[src/rtl/wb_arb_pkg.sv]
// Shared types and constants for the two-initiator Wishbone arbiter.
// Latency: n/a (types only).
// Backpressure: n/a (types only).
package wb_arb_pkg;

    localparam int ADDR_W = 32;
    localparam int DATA_W = 32;
    localparam int SEL_W  = 4;

    // Master indices; also the encoding of the last-grant register.
    localparam logic MST_0 = 1'b0;
    localparam logic MST_1 = 1'b1;

    typedef enum logic [1:0] {
        IDLE  = 2'd0,
        GNT0  = 2'd1,
        GNT1  = 2'd2,
        ABORT = 2'd3
    } arb_state_t;

    // One master's request-side Wishbone signals.
    typedef struct packed {
        logic              cyc;
        logic              stb;
        logic              we;
        logic [ADDR_W-1:0] addr;
        logic [DATA_W-1:0] data;
        logic [SEL_W-1:0]  sel;
    } wb_req_t;

    // Grant state corresponding to a master index.
    function automatic arb_state_t gnt_state(input logic idx);
        return (idx == MST_1) ? GNT1 : GNT0;
    endfunction

endpackage

[src/rtl/wb_arb_watchdog.sv]
// Bus-hang watchdog: counts un-acked cycles of the granted CYC and fires once.
// Latency: fire is combinational in the cycle the count sits at TIMEOUT-1 with no ack.
// Backpressure: none; stall does not pause the count, only an ack clears it.
module wb_arb_watchdog
    import wb_arb_pkg::*;
#(
    parameter int TIMEOUT = 1024,
    parameter int TO_W    = 10
) (
    input  logic s_sys_clk,
    input  logic n_rst,
    input  logic active,
    input  logic ack,
    output logic fire
);

    generate
        if (TIMEOUT == 0) begin : g_disabled
            logic unused_in;
            assign unused_in = ^{s_sys_clk, n_rst, active, ack};
            assign fire      = 1'b0;
        end else begin : g_enabled
            // Firing happens at TIMEOUT-1, so the count never needs to go past it;
            // holding there keeps the counter within TO_W bits even when TIMEOUT == 2^TO_W.
            localparam logic [TO_W-1:0] CNT_LAST = TO_W'(TIMEOUT - 1);

            logic [TO_W-1:0] cnt;

            // Count un-acked granted cycles; clear on ack or when the grant goes away.
            always_ff @(posedge s_sys_clk or negedge n_rst) begin
                if (!n_rst) begin
                    cnt <= '0;
                end else if (!active || ack) begin
                    cnt <= '0;
                end else if (cnt != CNT_LAST) begin
                    cnt <= cnt + TO_W'(1);
                end
            end

            // An ack in the firing cycle wins over the timeout.
            assign fire = active && !ack && (cnt == CNT_LAST);
        end
    endgenerate

endmodule

[src/rtl/wb_master_arbiter.sv]
// Two-master pipelined Wishbone arbiter with per-CYC grant, handover and hang watchdog.
// Latency: one clock from CYC rise to grant; granted path is combinational thereafter.
// Backpressure: granted master sees downstream stall; the other master sees stall=1.
module wb_master_arbiter
    import wb_arb_pkg::*;
#(
    parameter int FAIR    = 1,
    parameter int TIMEOUT = 1024,
    parameter int TO_W    = 10
) (
    input  logic              s_sys_clk,
    input  logic              n_rst,

    input  logic              i_m0_cyc,
    input  logic              i_m0_stb,
    input  logic              i_m0_we,
    input  logic [ADDR_W-1:0] i_m0_addr,
    input  logic [DATA_W-1:0] i_m0_data,
    input  logic [SEL_W-1:0]  i_m0_sel,
    output logic              o_m0_stall,
    output logic              o_m0_ack,
    output logic              o_m0_err,
    output logic [DATA_W-1:0] o_m0_data,

    input  logic              i_m1_cyc,
    input  logic              i_m1_stb,
    input  logic              i_m1_we,
    input  logic [ADDR_W-1:0] i_m1_addr,
    input  logic [DATA_W-1:0] i_m1_data,
    input  logic [SEL_W-1:0]  i_m1_sel,
    output logic              o_m1_stall,
    output logic              o_m1_ack,
    output logic              o_m1_err,
    output logic [DATA_W-1:0] o_m1_data,

    output logic              o_wb_cyc,
    output logic              o_wb_stb,
    output logic              o_wb_we,
    output logic [ADDR_W-1:0] o_wb_addr,
    output logic [DATA_W-1:0] o_wb_data,
    output logic [SEL_W-1:0]  o_wb_sel,
    input  logic              i_wb_stall,
    input  logic              i_wb_ack,
    input  logic [DATA_W-1:0] i_wb_data
);

    arb_state_t state;
    logic       last_gnt;   // master granted most recently
    logic       abort_idx;  // master whose cycle was terminated
    logic       err0;
    logic       err1;

    wb_req_t    m0_req;
    wb_req_t    m1_req;
    wb_req_t    gnt_req;

    logic       in_gnt;
    logic       gnt_idx;
    logic       gnt_cyc;
    logic       oth_cyc;
    logic       abort_cyc;
    logic       wd_fire;

    assign m0_req = '{cyc: i_m0_cyc, stb: i_m0_stb, we: i_m0_we,
                      addr: i_m0_addr, data: i_m0_data, sel: i_m0_sel};
    assign m1_req = '{cyc: i_m1_cyc, stb: i_m1_stb, we: i_m1_we,
                      addr: i_m1_addr, data: i_m1_data, sel: i_m1_sel};

    assign in_gnt    = (state == GNT0) || (state == GNT1);
    assign gnt_idx   = (state == GNT1) ? MST_1 : MST_0;
    assign gnt_req   = (gnt_idx == MST_1) ? m1_req : m0_req;
    assign gnt_cyc   = gnt_req.cyc;
    assign oth_cyc   = (gnt_idx == MST_1) ? i_m0_cyc : i_m1_cyc;
    assign abort_cyc = (abort_idx == MST_1) ? i_m1_cyc : i_m0_cyc;

    wb_arb_watchdog #(
        .TIMEOUT (TIMEOUT),
        .TO_W    (TO_W)
    ) u_watchdog (
        .s_sys_clk (s_sys_clk),
        .n_rst     (n_rst),
        .active    (in_gnt && gnt_cyc),
        .ack       (i_wb_ack),
        .fire      (wd_fire)
    );

    // Grant FSM: arbitrate in IDLE, hold grant for the whole CYC, hand over directly,
    // and park in ABORT after a watchdog timeout until the stuck master lets go.
    always_ff @(posedge s_sys_clk or negedge n_rst) begin
        if (!n_rst) begin
            state     <= IDLE;
            last_gnt  <= MST_1;
            abort_idx <= MST_0;
            err0      <= 1'b0;
            err1      <= 1'b0;
        end else begin
            err0 <= 1'b0;
            err1 <= 1'b0;
            case (state)
                IDLE: begin
                    if (i_m0_cyc && i_m1_cyc) begin
                        if ((FAIR != 0) && (last_gnt == MST_0)) begin
                            state    <= GNT1;
                            last_gnt <= MST_1;
                        end else begin
                            state    <= GNT0;
                            last_gnt <= MST_0;
                        end
                    end else if (i_m0_cyc) begin
                        state    <= GNT0;
                        last_gnt <= MST_0;
                    end else if (i_m1_cyc) begin
                        state    <= GNT1;
                        last_gnt <= MST_1;
                    end
                end
                GNT0, GNT1: begin
                    if (wd_fire) begin
                        state     <= ABORT;
                        abort_idx <= gnt_idx;
                        if (gnt_idx == MST_1) begin
                            err1 <= 1'b1;
                        end else begin
                            err0 <= 1'b1;
                        end
                    end else if (!gnt_cyc) begin
                        if (oth_cyc) begin
                            state    <= gnt_state(~gnt_idx);
                            last_gnt <= ~gnt_idx;
                        end else begin
                            state <= IDLE;
                        end
                    end
                end
                ABORT: begin
                    if (!abort_cyc) begin
                        state <= IDLE;
                    end
                end
                default: state <= IDLE;
            endcase
        end
    end

    // Route the granted master to the bus and the bus responses back to it only.
    always_comb begin
        o_wb_cyc   = 1'b0;
        o_wb_stb   = 1'b0;
        o_wb_we    = 1'b0;
        o_wb_addr  = '0;
        o_wb_data  = '0;
        o_wb_sel   = '0;
        o_m0_stall = 1'b1;
        o_m0_ack   = 1'b0;
        o_m0_data  = '0;
        o_m1_stall = 1'b1;
        o_m1_ack   = 1'b0;
        o_m1_data  = '0;
        if (in_gnt) begin
            o_wb_cyc  = gnt_req.cyc;
            o_wb_stb  = gnt_req.stb;
            o_wb_we   = gnt_req.we;
            o_wb_addr = gnt_req.addr;
            o_wb_data = gnt_req.data;
            o_wb_sel  = gnt_req.sel;
            if (gnt_idx == MST_1) begin
                o_m1_stall = i_wb_stall;
                o_m1_ack   = i_wb_ack;
                o_m1_data  = i_wb_data;
            end else begin
                o_m0_stall = i_wb_stall;
                o_m0_ack   = i_wb_ack;
                o_m0_data  = i_wb_data;
            end
        end
    end

    // Error pulses are registered and only ever high in the first ABORT cycle,
    // where ack is forced low, so ack and err never coincide.
    assign o_m0_err = err0;
    assign o_m1_err = err1;

endmodule

[config.mk]
export PLATFORM = sky130hd
export DESIGN_NAME = wb_master_arbiter
export DESIGN_NICKNAME = d
export VERILOG_FILES = /design/src/rtl/wb_arb_pkg.sv /design/src/rtl/wb_arb_watchdog.sv /design/src/rtl/wb_master_arbiter.sv
export SDC_FILE = /design/constraint.sdc
export NUM_CORES = 1
export LEC_CHECK = 0
export BUFFER_PORTS_ARGS = -buffer_cell sky130_fd_sc_hd__clkbuf_2
export CAP_MARGIN = 20
export CORE_AREA = 3 3 124 126
export CTS_CLUSTER_DIAMETER = 50
export DETAILED_ROUTE_END_ITERATION = 10
export DIE_AREA = 0 0 127 129
export PLACE_DENSITY = 0.58
export RECOVER_POWER = 100
export SLEW_MARGIN = 20
export SYNTH_ARGS = -nofsm -noshare
export SYNTH_HDL_FRONTEND = slang
export SYNTH_SLANG_ARGS = --single-unit
[constraint.sdc]
create_clock -name s_sys_clk -period 2.2 [get_ports s_sys_clk]
set_input_delay 0.11 -clock s_sys_clk [delete_from_list [all_inputs] [get_ports s_sys_clk]]
set_output_delay 0.11 -clock s_sys_clk [all_outputs]
set_load 0.005 [all_outputs]
Yosys cells after proc, flatten, opt, wreduce, memory -nomap -nowiden
Cells that the tools add are included.
- input port bits: 178
- register bits after elaboration: 16
- logic and storage cells: 82
- RAM bits: 0
- memory bits (read-only): 0
- bits in latches: 0
- memories: 0
- output and inout port bits: 141
- $lt $le $gt $ge: 0
- multiply operators: 0
- mux-type cells: 48
- divide/modulo/power cells: 0
- shift-type cells: 0
- equality and inequality tests: 11
- bitwise operators: 1
- add/sub/neg operators: 1
- reductions and logical operators: 15
- operators with widths (cell ; number):
    $mux W32 ; 6
    $mux W71 ; 1
    $mux W1 ; 27
    $mux W10 ; 2
    $mux W2 ; 9
    $add A10 B1 Y10 const B ; 1
    $eq A10 B10 Y1 const B ; 1
    $ne A10 B10 Y1 const B ; 1
    $ne A2 B2 Y1 const B ; 4
    $pmux W2 S3 ; 1
    $reduce_and A5 Y1 ; 1
    $eq A2 B2 Y1 const B ; 2
    $logic_and A1 B1 Y1 ; 4
    $mux W4 ; 1
    $ne A4 B4 Y1 const B ; 1
    $reduce_bool A2 Y1 ; 2
    $ne A3 B2 Y1 const B ; 1
    $reduce_and A3 Y1 ; 1
    $eq A2 B1 Y1 const B ; 1
    $logic_not A1 Y1 ; 2
    $logic_not A2 Y1 ; 1
    $logic_or A1 B1 Y1 ; 2
    $pmux W1 S2 ; 1
    $reduce_and A2 Y1 ; 1
    other kinds (2) ; 2

Logic depth before layout (Yosys ltp)
Gate-level depths: netlist (run 1).
- depth after elaboration: 8
- mapped depth: 9
- depth with buffers taken out: 7

Hierarchy
Synthesis (run 1) repeated with hierarchy kept, for this count alone.
- cells, all modules: 334
- area, all modules: 2513.7 µm²
- by module, submodules not included (module ; cells an instance ; area an instance (µm²) ; sequential area each (µm²) ; instances):
    wb_master_arbiter ; 277 ; 1960.6 ; 151.4 ; 1
    wb_arb_watchdog ; 57 ; 553.0 ; 250.2 ; 1

Worst setup path before layout (run 1)
OpenSTA, ideal clock, no wires.
- kind: flip-flop to flip-flop
- start point: register state[0]
- end point: register u_watchdog.g_enabled.cnt[2]
- path slack: 569 ps
- setup time: 123 ps
- data required time: 2077 ps
- cell stages (with the launch flop): 10
- period minus slack after synthesis: 1631 ps
- arrival time: 1508 ps
- path buffers: 2
- path through: dfrtp_1 > inv_1 > ha_1 > buf_4 > mux2_4 > nand2_1 > inv_2 > nand2b_1 > buf_2 > nor3_2
- cells in the longest elaborated chain, start to end: 7
- elaborated cells between the ends (all ways): 10
- those cells by class: eq/ne (2); mux (3); reduce/logical (5)
- ends and longest elaborated chain (what ; RTL line ; text):
    start: declaration ; wb_master_arbiter.sv:47 ; arb_state_t state;
    start signal: assignment ; wb_master_arbiter.sv:128 ; state <= gnt_state(~gnt_idx);
    $eq A2 B2 Y1 (*) ; wb_master_arbiter.sv:70 ; assign gnt_idx = (state == GNT1) ? MST_1 : MST_0;
    $mux W1 (*) ; wb_master_arbiter.sv:70 ;
    named net gnt_idx ; wb_master_arbiter.sv:58 ; logic gnt_idx;
    $mux W71 (*) ; wb_master_arbiter.sv:71 ; assign gnt_req = (gnt_idx == MST_1) ? m1_req : m0_req;
    $logic_and A1 B1 Y1 (*) ; wb_master_arbiter.sv:82 ; .active (in_gnt && gnt_cyc),
    $logic_not A1 Y1 (*) ; wb_arb_watchdog.sv:33 ; end else if (!active || ack) begin
    $logic_or A1 B1 Y1 (*) ; wb_arb_watchdog.sv:33 ;
    $mux W10 / $reduce_bool A2 Y1 (equally long branches) ; - ;
    end signal: assignment ; wb_arb_watchdog.sv:36 ; cnt <= cnt + TO_W'(1);
    end: declaration ; wb_arb_watchdog.sv:27 ; logic [TO_W-1:0] cnt;
Mark *: on every way through the listed nets, which the timed path passes. The rest lies on a longest branch.
A chain may end at the register's enable or synchronous reset.

Worst setup path in the final report (run 1)
- start point: register state[1]
- end point: output port o_m1_data[22]
- cells in the longest elaborated chain, start to end: 4
- elaborated cells between the ends (all ways): 6
- those cells by class: eq/ne (2); mux (3); reduce/logical (1)
- ends and longest elaborated chain (what ; RTL line ; text):
    $eq A2 B2 Y1 ; wb_master_arbiter.sv:69, wb_master_arbiter.sv:70 ;
    $mux W1 ; wb_master_arbiter.sv:70 ;
    $mux W32 ; wb_master_arbiter.sv:166 ; if (gnt_idx == MST_1) begin
    $mux W32 (*) ; wb_master_arbiter.sv:159 ; if (in_gnt) begin
    end: declaration ; wb_master_arbiter.sv:34 ; output logic [DATA_W-1:0] o_m1_data,
Every way passes the cells marked *; elsewhere a longest branch is shown, timed or not.

==> flow_summary.yaml, run 1 <==
yosys:
  synth_area_um2: 2670
  synth-compound-area-share_pct: 5.39
  synth_fa_ha_area_share_pct: 2.34
  synth_seq_cells: 16
  syn_area_per_cell_um2: 8.07
  synth_top_family_by_area: "simple AND/OR/NAND/NOR gates"
  ys.flop_type: "dfrtp_1"
  synth_edf_count: 0
  synth_xor_area_share_pct: 1.64
  synth.mux.area_fraction_pct: 28.7
  ys_async_sr_fraction_pct: 100
  yosys.area_share.simple_pct: 41.5
  synth_warnings: 0
  syn-num-nets: 514
  syn-instance-count: 331
  ys_seq_area_share_pct: 15.0
  synth_cell_type_count: 43
min_path:
  hold_path_end: "last_gnt"
  min_from: "i_m0_cyc"
  hold_class: "in2reg"
  min_path_cells: 2
floorplanning:
  die_x_um: 127
  io_pins: 319
  initial_core_util_pct: 18.5
  row_count: 44
  dieHeight_um: 129
  coreArea_um2: 14400
  die_area_um2: 16400
global_routing:
  grt-ovfl-total: 0
  grt.total_usage_pct: 11.4
  grt_max_degree: 55
  grt_pass1_wl_mm: 15.4
  antenna_found_initial: 0
  grt_pass1_vias: 2992
cells_and_area:
  diodes: 0
  area_growth_syn_to_layout_pct: 67.0
  final_nets: 817
  design_area_um2: 4460
  drive_above_1_share_pct: 43.8
  final_core_util_pct: 30.9
setup_path:
  cp_max_fo: 47
  r2r_end: "u_watchdog.g_enabled.cnt[5]"
  cp.buffers_inverters: 3
  rrSetupSlack_ps: 290
  cp_data_required_time_ps: 2090
  path_cells: "inv_1, ha_2, clkbuf_4, and3_1, clkbuf_2"
  reg2reg_from: "state[0]"
  startpoint_type: "flip-flop"
  reg2regPathDepth: 7
  end_kind: "output pin"
  crit_path_max_incr_delay_ps: 410
  worstSetupPathType: "reg2out"
  cp_top_family: "buffers and inverters"
  cpMaxStageDelayCell: "dfrtp_1"
  crit_arrival_ps: 1920
clocking:
  cts_resized: 0
  hold_buffers: 1
  clock_sinks: 16
  cts_root_buffer: "clkbuf_16"
  cts_inserted_buffers: 3
  htree_levels: 1
  tritoncts: "yes"
  post_cts_buffers: 0
  clock_path_buffers: 2
  cts.clk_slew.worst_paths_ps: 50
  clock_latency_ps: 250
power_and_ir_drop:
  ir_worst_vdd_v: 0.000596
  power_mw: 5.16
  power_density_nw_per_um2: 1160
  leakagePower_nw: 2.44
timing:
  fmax_mhz: 494
  slew_violations: 0
  timing.final.crit_share_pct: 92.1
  totalNegativeSetupSlack_ps: 0
  fin_hold_ws_ps: 179
  worst_pin_slew_ps: 910
  hold_viol: 0
  setup_viol: 0
  relSlewSlack_pct: 39.3
  rsz0062_at_grt: "no"
  finalClockSkew_ps: 2.50
  finalCriticalPeriod_ps: 2030
routing:
  drt_iter0_markers: 160
  dr.pass1.iters: 4
  drc_errors: 0
  totalWireLength_mm: 10.9
  vias: 3430
  routed_via_density: 4.20
  antenna_left: 0
  routedWlPerCell_um: 13.3
placed_design:
  dp_hpwl_mm: 9.15
  io_buffer_count: 318
  place_area_um2: 4470
  gp_congestion: 0.778
run:
  cap_violations: 0
status:
  status: "finished clean"
-- final cells by class --
class                      instances  area [um^2]
fill                            1586         9960
multi-input combinational        281         2120
timing repair buffer             327         1600
sequential                        16          402
tap                              184          230
clock buffer                       4         88.8
inverter                           5         18.8
-- registers in the layout, indices dropped and copies added (netlist names) --
name / cells
o_m1_err: 1
abort_idx: 1
state: 2
o_m0_err: 1
u_watchdog.g_enabled.cnt: 10
last_gnt: 1
-- how the worst max path moves through the flow --
stage / start / end / depth (start not counted) / slack [ps]
CTS: state[1] / o_m1_data[22] / 5 / 220
floorplan: state[0] / u_watchdog.g_enabled.cnt[2] / 9 / 570
finish: state[1] / o_m1_data[22] / 5 / 170
global placement: state[0] / u_watchdog.g_enabled.cnt[4] / 7 / 380
detailed placement: state[0] / u_watchdog.g_enabled.cnt[4] / 7 / 350
global route: state[0] / o_m0_data[0] / 7 / 70
-- through the flow --
step,setup WS (ps),std cells
2_1_floorplan,569,331
3_3_place_gp,380,812
3_5_place_dp,346,812
4_1_cts,216,817
5_1_grt,72.0,817
6_report,174,817
-- cells in the final DEF (no fill, tap or decap), types with 2 or more instances in the layout --
cell type / count
a21oi_1: 5
and2_0: 14
and2_1: 20
and3_1: 34
buf_1: 2
buf_12: 2
buf_4: 3
clkbuf_1: 64
clkbuf_16: 3
clkbuf_2: 253
clkbuf_4: 2
dfrtp_1: 15
ha_1: 3
inv_1: 5
mux2i_1: 74
nand2_1: 5
nand2b_1: 2
nand3_1: 3
nor2_1: 12
nor2b_1: 70
nor3b_1: 2
o21ai_0: 4
o311ai_1: 2
xor2_1: 5
-- synth_stat cells, types with 2 or more instances --
cell type | n | area share, %
nor2b_1 | 71 | 17
a21oi_1 | 5 | 0.94
nand2_1 | 5 | 0.70
nor3b_1 | 2 | 0.56
mux2i_1 | 74 | 28
clkbuf_1 | 19 | 2.7
nor2_1 | 12 | 1.7
inv_1 | 4 | 0.56
nand3_1 | 3 | 0.56
xor2_1 | 5 | 1.6
buf_2 | 9 | 1.7
ha_1 | 5 | 2.3
o21ai_0 | 4 | 0.75
nand2b_1 | 2 | 0.47
and2_1 | 34 | 8.0
and3_1 | 34 | 8.0
dfrtp_1 | 15 | 14
nand4_4 | 2 | 1.6
o311ai_1 | 2 | 0.66
-- cell families (layout without fill, tap and decap cells) --
logic type               Yosys count  count (layout)
AO/OA/AOI/OAI                     20              20
XOR/XNOR                           5               5
adder cells (fa/ha/maj)            5               5
buffers and inverters             34             336
flip-flops                        16              16
multiplexers                      76              76
AND/OR/NAND/NOR                  175             175
-- where the power goes --
part           switching (mW)  internal [mW]
Clock                   0.115          0.276
Sequential             0.0349          0.336
Combinational            2.24           2.15
Total                    2.39           2.77
-- worst register-to-register path, stage by stage, from the launching register on --
cell	delay (ps)
dfrtp_1	380
inv_1	170
ha_4	210
mux2_1	390
nand2_1	130
inv_1	60
nand2b_1	330
nor2_1	100
-- layer usage --
| metal | wire length (um) | track usage (%) | vias to the layer above |
|---|---|---|---|
| li1 | - | - | 1746 |
| met1 | 4540 | 15.1 | 1501 |
| met2 | 5420 | 20.2 | 181 |
| met3 | 897 | 1.87 | 2 |
| met4 | 25 | 0.946 | 0 |
| met5 | 0 | 0 | - |
Power figures use the tool's default switching activity.
==> run 2: changes to the inputs <==
--- a/config.mk
+++ b/config.mk
@@ -5,13 +5,14 @@
 export SDC_FILE = /design/constraint.sdc
 export NUM_CORES = 1
 export LEC_CHECK = 0
+export ABC_AREA = 1
 export BUFFER_PORTS_ARGS = -buffer_cell sky130_fd_sc_hd__clkbuf_2
-export CAP_MARGIN = 20
-export CORE_AREA = 3 3 124 126
+export CAP_MARGIN = 10
+export CORE_AREA = 3 3 123 125
 export CTS_CLUSTER_DIAMETER = 50
 export DETAILED_ROUTE_END_ITERATION = 10
-export DIE_AREA = 0 0 127 129
-export PLACE_DENSITY = 0.58
+export DIE_AREA = 0 0 126 128
+export PLACE_DENSITY = 0.54
 export RECOVER_POWER = 100
 export SLEW_MARGIN = 20
 export SYNTH_ARGS = -nofsm -noshare
==> flow_summary.yaml, run 2 <==
status:
  status: "finished clean"
timing:
  slew_violations: 0
  hold_viol: 0
  fmax_mhz: 481
  relSlewSlack_pct: 39.5
  setup_viol: 0
  worst_pin_slew_ps: 908
  finalCriticalPeriod_ps: 2080
  timing.final.crit_share_pct: 94.4
  finalClockSkew_ps: 2.92
  fin_hold_ws_ps: 239
  totalNegativeSetupSlack_ps: 0
routing:
  dr.pass1.iters: 4
  drc_errors: 0
  antenna_left: 0
  drt_iter0_markers: 151
  wl_met2_mm: 6.77
  totalWireLength_mm: 13.1
  routed_via_density: 4.27
  vias: 3434
  routedWlPerCell_um: 16.3
  m1WireLength_mm: 5.08
  highest_layer: "met4"
  met3_length_um: 974
floorplanning:
  coreArea_um2: 14000
  dieHeight_um: 128
  io_pins: 319
  initial_core_util_pct: 14.7
  die_area_um2: 16100
  row_count: 43
  die_x_um: 126
yosys:
  synth.most_common_cell: "nor2_1"
  ys_seq_area_share_pct: 19.5
  synth_top_cell_by_area: "a22o_1"
  syn-num-nets: 495
  synth_cell_type_count: 31
  yosysTopAreaCellShare_pct: 29.8
  syn_area_per_cell_um2: 6.59
  syn-instance-count: 312
  yosys-top-cells-area: "a22o_1 (30%), dfrtp_1 (18%), nor2_1 (14%)"
  synth_edf_count: 0
  ys.flop_type: "dfrtp_1"
  ys_top_cells_by_count: "nor2_1 (74), a22o_1 (70), inv_1 (48)"
  synth_area_um2: 2060
  synth_seq_cells: 16
  ys_async_sr_fraction_pct: 100
  synth_warnings: 0
clocking:
  tritoncts: "yes"
  cts_inserted_buffers: 3
  clock_sinks: 16
  clock_latency_ps: 240
  htree_levels: 1
  cts.clk_slew.worst_paths_ps: 50
  cts_root_buffer: "clkbuf_16"
  clock_path_buffers: 2
cells_and_area:
  area_growth_syn_to_layout_pct: 95.1
  regMostFlops: "u_watchdog.g_enabled.cnt"
  drive_above_1_share_pct: 55.2
  layout.cells.most_common: "clkbuf_2"
  final_nets: 809
  final_core_util_pct: 28.7
  largest_reg_flops: 10
  largestRegisters: "u_watchdog.g_enabled.cnt: 10 flops, state: 2 flops"
  multiInputGateArea_um2: 1350
  diodes: 0
  num-fill-cells: 1571
  stdcell_count: 805
  regArea_um2: 402
  final_cell_mix: "clkbuf_2 (315), nor2_1 (74), a22o_1 (70), inv_1 (48), nand2_1 (28)"
power_and_ir_drop:
  power_mw: 4.91
  switchingPower_mw: 2.40
  leakagePower_nw: 2.63
  p_int_mw: 2.52
  seq_power_share_pct: 7.4
  ir_worst_vdd_v: 0.000443
  power_frac_clock_pct: 7.3
  power_density_nw_per_um2: 1220
  power_switching_share_pct: 48.8
  combPwrFrac_pct: 85.3
setup_path:
  r2r_end: "u_watchdog.g_enabled.cnt[0]"
  worstSetupPathType: "reg2out"
  crit_end: "o_wb_data[26]"
  cp_data_required_time_ps: 2090
  end_kind: "output pin"
  reg2reg_from: "state[1]"
  cp_max_fo: 14
  reg2regPathDepth: 7
  crit_arrival_ps: 1970
  critPathLaunch: "state[1]"
  startpoint_type: "flip-flop"
  rrSetupSlack_ps: 210
global_routing:
  grt_pass1_vias: 3285
  grt.total_usage_pct: 14.0
  grt_max_degree: 52
  grt-ovfl-total: 0
  antenna_found_initial: 0
  grt_pass1_wl_mm: 18.0
placed_design:
  io_buffer_count: 318
  dp_cells: 795
  dp_hpwl_mm: 11.3
  gp_congestion: 0.939
run:
  cap_violations: 0
min_path:
  min_from: "i_wb_ack"
  hold_class: "in2reg"
run 2: cell count changes in the layout (fill, tap and decap cells not counted), moves of 14 or more:
cell      previous run  this run
clkbuf_1            64         5
and3_1              34         0
a22o_1               0        70
nor2b_1             70         0
and2_0              14         0
inv_1                5        48
and2_1              20         0
nand2_1              5        28
mux2i_1             74         0
nor2_1              12        74
clkbuf_2           253       315
run 2: kinds of logic after synthesis:
kind of cell / count (synthesis) / share of synthesized area (%)
simple gates: 122 / 25.5
compound gates: 94 / 36.8
flops: 16 / 19.5
fa+ha+maj: 5 / 3.04
buf+inv: 74 / 14.7
xor+xnor: 1 / 0.426
run 2: worst max-delay path, stage by stage (launching register included):
cell,delay [ps]
dfrtp_1,390
inv_1,80
ha_2,400
nand2_2,100
inv_4,170
buf_4,240
a22o_1,160
clkbuf_2,170
run 2: stage by stage:
step,setup WS (ps),area [um^2]
4_1_cts,29.1,3940
3_3_place_gp,304,3840
2_1_floorplan,612,2060
6_report,123,4010
5_1_grt,-5.06,4010
3_5_place_dp,268,3840
run 2: layout make-up:
class / count / share of cell area, %
Tap cell: 180 / 5.61
Multi-Input combinational cell: 222 / 33.7
Clock buffer: 4 / 1.97
Sequential cell: 16 / 10.0
Timing Repair Buffer: 331 / 43.7
Inverter: 52 / 5.05
run 2: worst min-delay path by stage:
| stage | endpoint | slack, ps | cells past startpoint |
|---|---|---|---|
| after floorplan | abort_idx | -190 | 0 |
| after global placement | u_watchdog.g_enabled.cnt[4] | 70 | 1 |
| after detailed placement | u_watchdog.g_enabled.cnt[4] | 70 | 1 |
| after CTS | u_watchdog.g_enabled.cnt[9] | 200 | 4 |
| after global routing | u_watchdog.g_enabled.cnt[9] | 260 | 4 |
| final | u_watchdog.g_enabled.cnt[9] | 240 | 4 |
run 2: what timing repair did:
item,4_1_cts,5_1_grt
gates cloned,0,2
endpoints found under the setup margin,2,67
resized for setup,1,6
endpoints found under the hold margin,15,0
buffers inserted,0,3
hold buffers,1,0
run 2: metal layers:
layer	global-route usage, %	vias up
met2	25.6	221
li1	-	1683
met5	0	-
met3	2.50	18
met4	3.22	0
met1	17.2	1512
run 2: power by group through the flow:
stage / combinational [mW] / sequential (mW) / clock [mW]
global placement: 4.01 / 0.366 / 0
detailed placement: 4.03 / 0.367 / 0
CTS: 4.05 / 0.362 / 0.373
global route: 4.58 / 0.370 / 0.388
finish: 4.19 / 0.362 / 0.359
floorplan: 2.09 / 0.362 / 0
